===== config.mk =====
export PLATFORM = sky130hd
export DESIGN_NAME = seq_chunk_adder_flat
export DESIGN_NICKNAME = d
export VERILOG_FILES = /design/src/rtl/seq_adder_pkg.sv /design/src/rtl/seq_chunk_adder_if.sv /design/src/rtl/rca_chunk.sv /design/src/rtl/seq_chunk_adder.sv /design/src/flat_wrapper.sv
export SDC_FILE = /design/constraint.sdc
export NUM_CORES = 1
export LEC_CHECK = 0
export BUFFER_PORTS_ARGS = -buffer_cell sky130_fd_sc_hd__buf_2
export CAP_MARGIN = 20
export CELL_PAD_IN_SITES_DETAIL_PLACEMENT = 0
export CELL_PAD_IN_SITES_GLOBAL_PLACEMENT = 1
export CORE_UTILIZATION = 39
export CTS_BUF_LIST = sky130_fd_sc_hd__clkbuf_2
export CTS_CLUSTER_DIAMETER = 200
export DETAILED_ROUTE_END_ITERATION = 12
export PLACE_DENSITY_LB_ADDON = 0.1
export SLEW_MARGIN = 20
export SYNTH_ARGS = -nofsm -noshare
export SYNTH_HDL_FRONTEND = slang
export SYNTH_SLANG_ARGS = --single-unit

===== constraint.sdc =====
create_clock -name clk -period 6.5 [get_ports clk]
set_input_delay 0.975 -clock clk [delete_from_list [all_inputs] [get_ports clk]]
set_output_delay 0.975 -clock clk [all_outputs]
set_load 0.005 [all_outputs]

===== src/rtl/seq_adder_pkg.sv =====
// Shared types and helpers for the chunked sequential adder.
package seq_adder_pkg;

    typedef enum logic [1:0] {
        ST_IDLE = 2'd0,
        ST_RUN  = 2'd1,
        ST_DONE = 2'd2
    } state_t;

    // Bits needed to index n items; never less than one so a counter always exists.
    function automatic int unsigned clog2_min1(input int unsigned n);
        int unsigned w;
        w = 0;
        for (int unsigned v = 1; v < n; v = v * 2) begin
            w++;
        end
        return (w == 0) ? 1 : w;
    endfunction

endpackage


===== src/rtl/seq_chunk_adder_if.sv =====
// Request/result bundle between a client and the chunked sequential adder.
interface seq_chunk_adder_if #(
    parameter int WIDTH = 16
);
    logic             start;
    logic             sub;
    logic [WIDTH-1:0] a;
    logic [WIDTH-1:0] b;
    logic             cin;
    logic             busy;
    logic             done;
    logic [WIDTH-1:0] sum;
    logic             cout;
    logic             ovf;

    modport master (
        output start, sub, a, b, cin,
        input  busy, done, sum, cout, ovf
    );

    modport slave (
        input  start, sub, a, b, cin,
        output busy, done, sum, cout, ovf
    );
endinterface


===== src/rtl/rca_chunk.sv =====
// Combinational N-bit ripple of full-adder cells; exposes the carry into the top bit for overflow.
module rca_chunk #(
    parameter int N = 4
) (
    input  logic [N-1:0] a,
    input  logic [N-1:0] b,
    input  logic         cin,
    output logic [N-1:0] s,
    output logic         cout,
    output logic         c_msb
);

    logic [N:0] c;

    // Ripple the carry through N full-adder cells.
    always_comb begin
        c    = '0;
        s    = '0;
        c[0] = cin;
        for (int unsigned i = 0; i < N; i++) begin
            s[i]   = a[i] ^ b[i] ^ c[i];
            c[i+1] = (a[i] & b[i]) | (a[i] & c[i]) | (b[i] & c[i]);
        end
        cout  = c[N];
        c_msb = c[N-1];
    end

endmodule


===== src/rtl/seq_chunk_adder.sv =====
// Multi-cycle adder/subtractor: CHUNK bits per clock through one reused ripple chunk,
// with start/busy/done handshake, carry-out and signed-overflow flags.
module seq_chunk_adder
    import seq_adder_pkg::*;
#(
    parameter int WIDTH = 16,
    parameter int CHUNK = 4
) (
    input  logic              clk,
    input  logic              rst,
    seq_chunk_adder_if.slave  bus
);

    localparam int unsigned NCHUNK = WIDTH / CHUNK;
    localparam int unsigned IDXW   = clog2_min1(NCHUNK);
    localparam logic [IDXW-1:0] LAST = IDXW'(NCHUNK - 1);

    generate
        if ((WIDTH % CHUNK) != 0) begin : g_bad_chunk
            $error("seq_chunk_adder: WIDTH must be a multiple of CHUNK");
        end
    endgenerate

    state_t                        state;
    logic [IDXW-1:0]               idx;
    logic                          carry;
    logic [NCHUNK-1:0][CHUNK-1:0]  a_reg;
    logic [NCHUNK-1:0][CHUNK-1:0]  b_reg;
    logic [NCHUNK-1:0][CHUNK-1:0]  work;
    logic [NCHUNK-1:0][CHUNK-1:0]  work_next;
    logic [CHUNK-1:0]              ch_a;
    logic [CHUNK-1:0]              ch_b;
    logic [CHUNK-1:0]              ch_s;
    logic                          ch_cout;
    logic                          ch_cmsb;
    logic                          busy_r;
    logic                          done_r;
    logic [WIDTH-1:0]              sum_r;
    logic                          cout_r;
    logic                          ovf_r;

    // Select the current chunk and merge its sum into the working result.
    always_comb begin
        ch_a           = a_reg[idx];
        ch_b           = b_reg[idx];
        work_next      = work;
        work_next[idx] = ch_s;
    end

    rca_chunk #(.N(CHUNK)) u_rca (
        .a     (ch_a),
        .b     (ch_b),
        .cin   (carry),
        .s     (ch_s),
        .cout  (ch_cout),
        .c_msb (ch_cmsb)
    );

    // Control FSM with operand, working and result registers.
    always_ff @(posedge clk) begin
        if (rst) begin
            state  <= ST_IDLE;
            idx    <= '0;
            carry  <= 1'b0;
            a_reg  <= '0;
            b_reg  <= '0;
            work   <= '0;
            busy_r <= 1'b0;
            done_r <= 1'b0;
            sum_r  <= '0;
            cout_r <= 1'b0;
            ovf_r  <= 1'b0;
        end else begin
            done_r <= 1'b0;
            case (state)
                ST_IDLE, ST_DONE: begin
                    if (bus.start) begin
                        a_reg  <= bus.a;
                        b_reg  <= bus.sub ? ~bus.b : bus.b;
                        carry  <= bus.sub ? 1'b1 : bus.cin;
                        idx    <= '0;
                        busy_r <= 1'b1;
                        state  <= ST_RUN;
                    end else begin
                        state  <= ST_IDLE;
                    end
                end
                ST_RUN: begin
                    work  <= work_next;
                    carry <= ch_cout;
                    idx   <= idx + 1'b1;
                    if (idx == LAST) begin
                        // Last chunk: publish the merged result directly, not the stale working copy.
                        sum_r  <= work_next;
                        cout_r <= ch_cout;
                        ovf_r  <= ch_cmsb ^ ch_cout;
                        busy_r <= 1'b0;
                        done_r <= 1'b1;
                        idx    <= '0;
                        state  <= ST_DONE;
                    end
                end
                default: state <= ST_IDLE;
            endcase
        end
    end

    assign bus.busy = busy_r;
    assign bus.done = done_r;
    assign bus.sum  = sum_r;
    assign bus.cout = cout_r;
    assign bus.ovf  = ovf_r;

endmodule


===== src/flat_wrapper.sv =====
// flat-port wrapper written by rule: the top's interface ports become plain ports
module seq_chunk_adder_flat import seq_adder_pkg::*;
#(
    parameter int WIDTH = 16,
    parameter int CHUNK = 4
)
  (clk, rst, bus_start, bus_sub, bus_a, bus_b, bus_cin, bus_busy, bus_done, bus_sum, bus_cout, bus_ovf);
  seq_chunk_adder_if #(.WIDTH(WIDTH)) bus_i ();
  input  logic clk;
  input  logic rst;
  input wire logic [$bits(bus_i.start)-1:0] bus_start;
  input wire logic [$bits(bus_i.sub)-1:0] bus_sub;
  input wire logic [$bits(bus_i.a)-1:0] bus_a;
  input wire logic [$bits(bus_i.b)-1:0] bus_b;
  input wire logic [$bits(bus_i.cin)-1:0] bus_cin;
  output wire logic [$bits(bus_i.busy)-1:0] bus_busy;
  output wire logic [$bits(bus_i.done)-1:0] bus_done;
  output wire logic [$bits(bus_i.sum)-1:0] bus_sum;
  output wire logic [$bits(bus_i.cout)-1:0] bus_cout;
  output wire logic [$bits(bus_i.ovf)-1:0] bus_ovf;
  assign bus_i.start = bus_start;
  assign bus_i.sub = bus_sub;
  assign bus_i.a = bus_a;
  assign bus_i.b = bus_b;
  assign bus_i.cin = bus_cin;
  assign bus_busy = bus_i.busy;
  assign bus_done = bus_i.done;
  assign bus_sum = bus_i.sum;
  assign bus_cout = bus_i.cout;
  assign bus_ovf = bus_i.ovf;
  seq_chunk_adder #(.WIDTH(WIDTH), .CHUNK(CHUNK)) u_core (.clk(clk), .rst(rst), .bus(bus_i));
endmodule

==> flow_summary.ini, run 1 <==
[sta]
slew_violations = 0
fin_skew_ns = 0.0326
post-route-period-util_pct = 56.2
tightest_slew_ns = 1.01
rsz0062_at_grt = no
finalHoldViolCount = 0
fmax_mhz = 274
tns_ns = 0
maxSlewHeadroom_pct = 32.4
min_period_ns = 3.66
setup_viol = 0

[clock_tree]
clock_path_buffers = 2
postCtsHoldBufs = 0
clk_latency_ns = 0.49
cts-root-buf = clkbuf_2
cts_tree = yes
cts_num_sinks = 69
cts_inserted_buffers = 9
htree_levels = 3
cts_resized = 0
clkSlewWorstSetupHoldPaths_ns = 0.20
cts_setup_buffers = 0

[yosys]
synthCells = 311
syn-cell-area_sq_um = 3080
synth_top_area_cell = dfxtp_1
synth_edf_count = 0
ys_types = 32
async_flop_share_pct = 0
synth.most_common_cell = dfxtp_1
synth_ff_type = dfxtp_1
yosysWarningCount = 0
syn-num-nets = 356
seq_area_frac_synth_pct = 44.9
synth_top_cell_area_share_pct = 44.9
synth_common_cells = dfxtp_1, nand2_1, a21oi_1, nor2_1, xnor2_1
avgSynthCellArea_sq_um = 9.90
ys_ff_latch = 69
yosys-top-cells-area = dfxtp_1, mux4_2, a21oi_1, nand2_1, xnor2_1

[setup_path]
path_buf_inv = 1
critPathLaunchType = flip-flop
slowest_delay_ns = 0.80
cp_cell_sequence = mux4_2, fa_1, fa_1, fa_1, inv_1, fa_1, a311oi_1
r2r_start = u_core.idx[0]
crit_start = u_core.idx[0]
slowest_stage = dfxtp_1
critPathArrivalTime_ns = 4.07
worstPathRequired_ns = 6.91
path_delay_family = adder cells
path_class = reg -> reg
end_kind = flip-flop
path_max_fanout = 13
crit_top_cell = fa_1

[pwr]
p_leak_nw = 1.33
p_per_area_nw_per_um2 = 242
vdd_ir_drop_max_uv = 113
p_total_uw = 826

[job]
cap_violations = 0

[placed_design]
place_hpwl_microns = 4090
placement.cell_area_sq_um = 3310
port_buffers = 56
gp_congestion = 0.659

[hold_path]
hold_class = reg -> reg
min-delay-start = u_core.a_reg[11]

[global_routing]
grt_antenna_before_repair = 0
grt_max_degree = 52
grt_pass1_vias = 2065
grt_pass1_wl_microns = 10300
grt_overflow_total = 0
grt.total_usage_pct = 16.2

[layout]
area_growth_pct = 10.9
nets = 391
final_layout_size_suffix_gt1_share_pct = 25.6
nFillCells = 798
diodes = 0
fin_area_sq_um = 3420

[floorplanning]
die_w_microns = 90.9
initial_core_util_pct = 40.1
ioPinCount = 57
die_area_sq_um = 8250
die_height_microns = 90.9
std_cell_rows = 32
core_sq_um = 7690

[drt]
via_per_inst = 4.86
drtPass1Iterations = 4
first_iter_violations = 84
vias = 2202
wl_per_cell_microns = 13.8
drc_errors = 0
routed_wl_microns = 6230
ant_nets = 0

[status]
status = finished, final reports clean
[where the power goes]
group	switching (mW)	internal, mW	leakage (nW)
clock	0.150	0.0899	0.0710
sequential	0.0149	0.444	0.564
combinational	0.0726	0.0548	0.693
[final cells by class]
class / instances / area (sq um) / share of cell area, %
clock buffer: 11 / 55.1 / 1.61
clock inverter: 5 / 51.3 / 1.50
inverter: 7 / 27.5 / 0.806
multi-input combinational: 203 / 1490 / 43.7
sequential: 69 / 1380 / 40.4
tap: 102 / 128 / 3.74
timing repair buffer: 56 / 280 / 8.21
[tightest hold or removal path, delay by kind of cell, from the launching register on]
family | cells | cell delay [ns]
flops | 1 | 0.35
simple gates | 1 | 0.05
compound gates | 1 | 0.05
[path summary, 6_finish.rpt]
check | end | slack, ns | cells past startpoint
worst min register to register | u_core.a_reg[11] | 0.47 | 2
worst max register to register | u_core.work[11] | 2.84 | 7
worst min-delay path | u_core.a_reg[11] | 0.47 | 2
worst max-delay path | u_core.work[11] | 2.84 | 7
[logic make-up (layout without fill, tap and decap cells)]
logic type | after synthesis | in the layout | synth area share [%]
adder cells (fa/ha/maj) | 8 | 8 | 4.23
multiplexers | 17 | 17 | 8.78
AND/OR/NAND/NOR | 86 | 86 | 12.3
flip-flops | 69 | 69 | 44.9
AO/OA/AOI/OAI | 75 | 75 | 18.1
buffers and inverters | 39 | 79 | 6.91
XOR/XNOR | 17 | 17 | 4.84
[placed cells by master, fill, tap and decap left out, drive strengths merged]
cell type | Yosys | layout
a21oi | 34 | 34
mux4 | 8 | 8
nand3b | 4 | 4
fa | 4 | 4
dfxtp | 69 | 69
o21ai | 2 | 2
a211oi | 16 | 16
xnor2 | 17 | 17
mux2i | 9 | 9
or2 | 1 | 1
ha | 4 | 4
clkinv | 1 | 5
a311oi | 3 | 3
nor2 | 21 | 21
nand2 | 42 | 42
nand2b | 2 | 2
bufinv | 0 | 1
or2b | 1 | 1
nand3 | 11 | 11
nor2b | 3 | 3
a22o | 7 | 7
clkbuf | 12 | 11
buf | 20 | 56
nor4b | 1 | 1
inv | 6 | 6
a31oi | 2 | 2
o2bb2ai | 11 | 11
[metrics by stage]
step / setup slack (ns) / hold WS, ns / util [%] / std cells
4_1_cts: 2.79 / 0.468 / 44.4 / 453
2_1_floorplan: 3.14 / 0.433 / - / 311
3_5_place_dp: 2.81 / 0.445 / 43.1 / 437
6_report: 2.84 / 0.467 / 44.4 / 453
5_1_grt: 2.65 / 0.486 / 44.4 / 453
3_3_place_gp: 2.89 / 0.441 / 43.1 / 437
[per-layer routing]
| layer | wire length, microns | share of wire, % | track usage [%] |
|---|---|---|---|
| met2 | 2900 | 47 | 25.3 |
| met4 | 99 | 1.6 | 7.94 |
| met1 | 3050 | 49 | 21.4 |
| met5 | 0 | 0 | 0 |
| met3 | 185 | 3.0 | 3.28 |
No activity file was read; power rests on OpenSTA's default activity.
==> inputs of run 2 (changes only) <==
Clock period 6.5 ns to 3.76 ns, I/O delays scaled along.
==> run 2 against run 1 <==
Total power is 66% higher. Sequential share of layout area shrank 0.10 points. Design area up 0.26%. Routed wire length is 3.1% higher. Largest cell class unchanged. Highest routed layer unchanged.
==> flow_summary.ini, run 2 (same netlist as run 1, synthesis figures left out) <==
[pwr]
p_leak_nw = 1.33
p_total_mw = 1.37
vdd_ir_drop_max_uv = 194
p_per_area_nw_per_um2 = 400

[global_routing]
grt_overflow_total = 0
grt_max_degree = 51
grt_antenna_before_repair = 0
grt_pass1_vias = 2096
grt.total_usage_pct = 16.5
grt_pass1_wl_microns = 10500

[hold_path]
hold_class = in -> reg
hold_depth = 3
min-delay-start = bus_a[13]

[setup_path]
path_delay_family = adder cells
path_buf_inv = 1
slowest_stage = mux4_2
worstPathRequired_ns = 4.22
path_max_fanout = 7
cp_cell_sequence = mux4_2, fa_1, fa_1, fa_1, inv_1, fa_1, a21oi_1, a22o_1
critPathArrivalTime_ns = 3.83
slowest_delay_ns = 0.58
path_class = reg -> reg
r2r_start = u_core.idx[0]
crit_top_cell = fa_1
critPathLaunchType = flip-flop
rr_worst_depth = 8
end_kind = flip-flop
cp_num_cells = 8
crit_start = u_core.idx[0]

[layout]
multi_input_area_sq_um = 1490
area_growth_pct = 11.2
final_cells = 457
mostFrequentLayoutCell = dfxtp_1
fin_util_pct = 44.5
nFillCells = 801
final_layout_size_suffix_gt1_share_pct = 27.0
diodes = 0
final_cell_mix = dfxtp_1, buf_2, nand2_1, a21oi_1, nor2_1
seqCellArea_sq_um = 1380
nets = 395
fin_area_sq_um = 3420

[sta]
fmax_mhz = 297
slew_violations = 0
setup_viol = 0
tightest_slew_ns = 0.794
hold_slack_ns = 0.272
min_period_ns = 3.37
rsz0062_at_grt = no
setup_slack_ns = 0.394
finalHoldViolCount = 0
maxSlewHeadroom_pct = 46.8
tns_ns = 0
post-route-period-util_pct = 89.5
fin_skew_ns = 0.0293

[placed_design]
place_ws_ns = 0.393
place_hpwl_microns = 4360
place_inst = 441
gp_congestion = 0.696
port_buffers = 56
placement.cell_area_sq_um = 3340

[drt]
via_per_inst = 4.94
vias = 2257
first_iter_violations = 88
drc_errors = 0
routed_wl_microns = 6430
drtPass1Iterations = 4
ant_nets = 0
wl_per_cell_microns = 14.1

[clock_tree]
clkSlewWorstSetupHoldPaths_ns = 0.18
htree_levels = 3
cts_inserted_buffers = 9
cts_num_sinks = 69
cts_setup_buffers = 0
postCtsHoldBufs = 0
clock_path_buffers = 2
clk_latency_ns = 0.51
cts_tree = yes
cts-root-buf = clkbuf_2
cts_resized = 0

[floorplanning]
die_area_sq_um = 8250
std_cell_rows = 32
die_w_microns = 90.9
initial_core_util_pct = 40.1
ioPinCount = 57
die_height_microns = 90.9
core_sq_um = 7690

[status]
status = finished, final reports clean

[job]
cap_violations = 0
[run 2: cell count changes in the layout (fill, tap and decap cells not counted)]
cell / before / now
buf_4: 0 / 4
bufinv_16: 1 / 0
clkbuf_2: 11 / 12
clkinv_1: 2 / 0
clkinv_2: 2 / 3
clkinv_4: 1 / 0
clkinvlp_4: 0 / 2
[run 2: path summary, 6_finish.rpt]
path | end | slack (ns)
worst max-delay path | u_core.bus.sum[7] | 0.39
worst min-delay path | u_core.a_reg[13] | 0.27
worst max register to register | u_core.bus.sum[7] | 0.39
worst min register to register | u_core.a_reg[11] | 0.46
[run 2: routing by layer]
layer,track usage [%],part of all wire (%)
met1,22.1,49
met2,24.9,46
met3,4.38,3.6
met4,7.54,1.5
met5,0,0
[run 2: power breakdown]
part / switching [mW] / internal [mW]
logic: 0.129 / 0.0972
clock network: 0.259 / 0.0928
registers: 0.0236 / 0.768
total: 0.412 / 0.958
[run 2: worst reg2reg max path, cell delays in order, from the launching register on]
cell     delay, ns
dfxtp_1       0.57
mux4_2        0.58
fa_1          0.44
fa_1          0.38
fa_1          0.43
inv_1         0.09
fa_1          0.52
a21oi_1       0.20
a22o_1        0.13
[run 2: final cells by class]
cell class / instances / share of cell area (%)
clock inverter: 4 / 0.731
inverter: 7 / 0.804
multi-input combinational: 203 / 43.6
clock buffer: 12 / 1.75
tap: 102 / 3.73
sequential: 69 / 40.3
timing repair buffer: 60 / 9.06
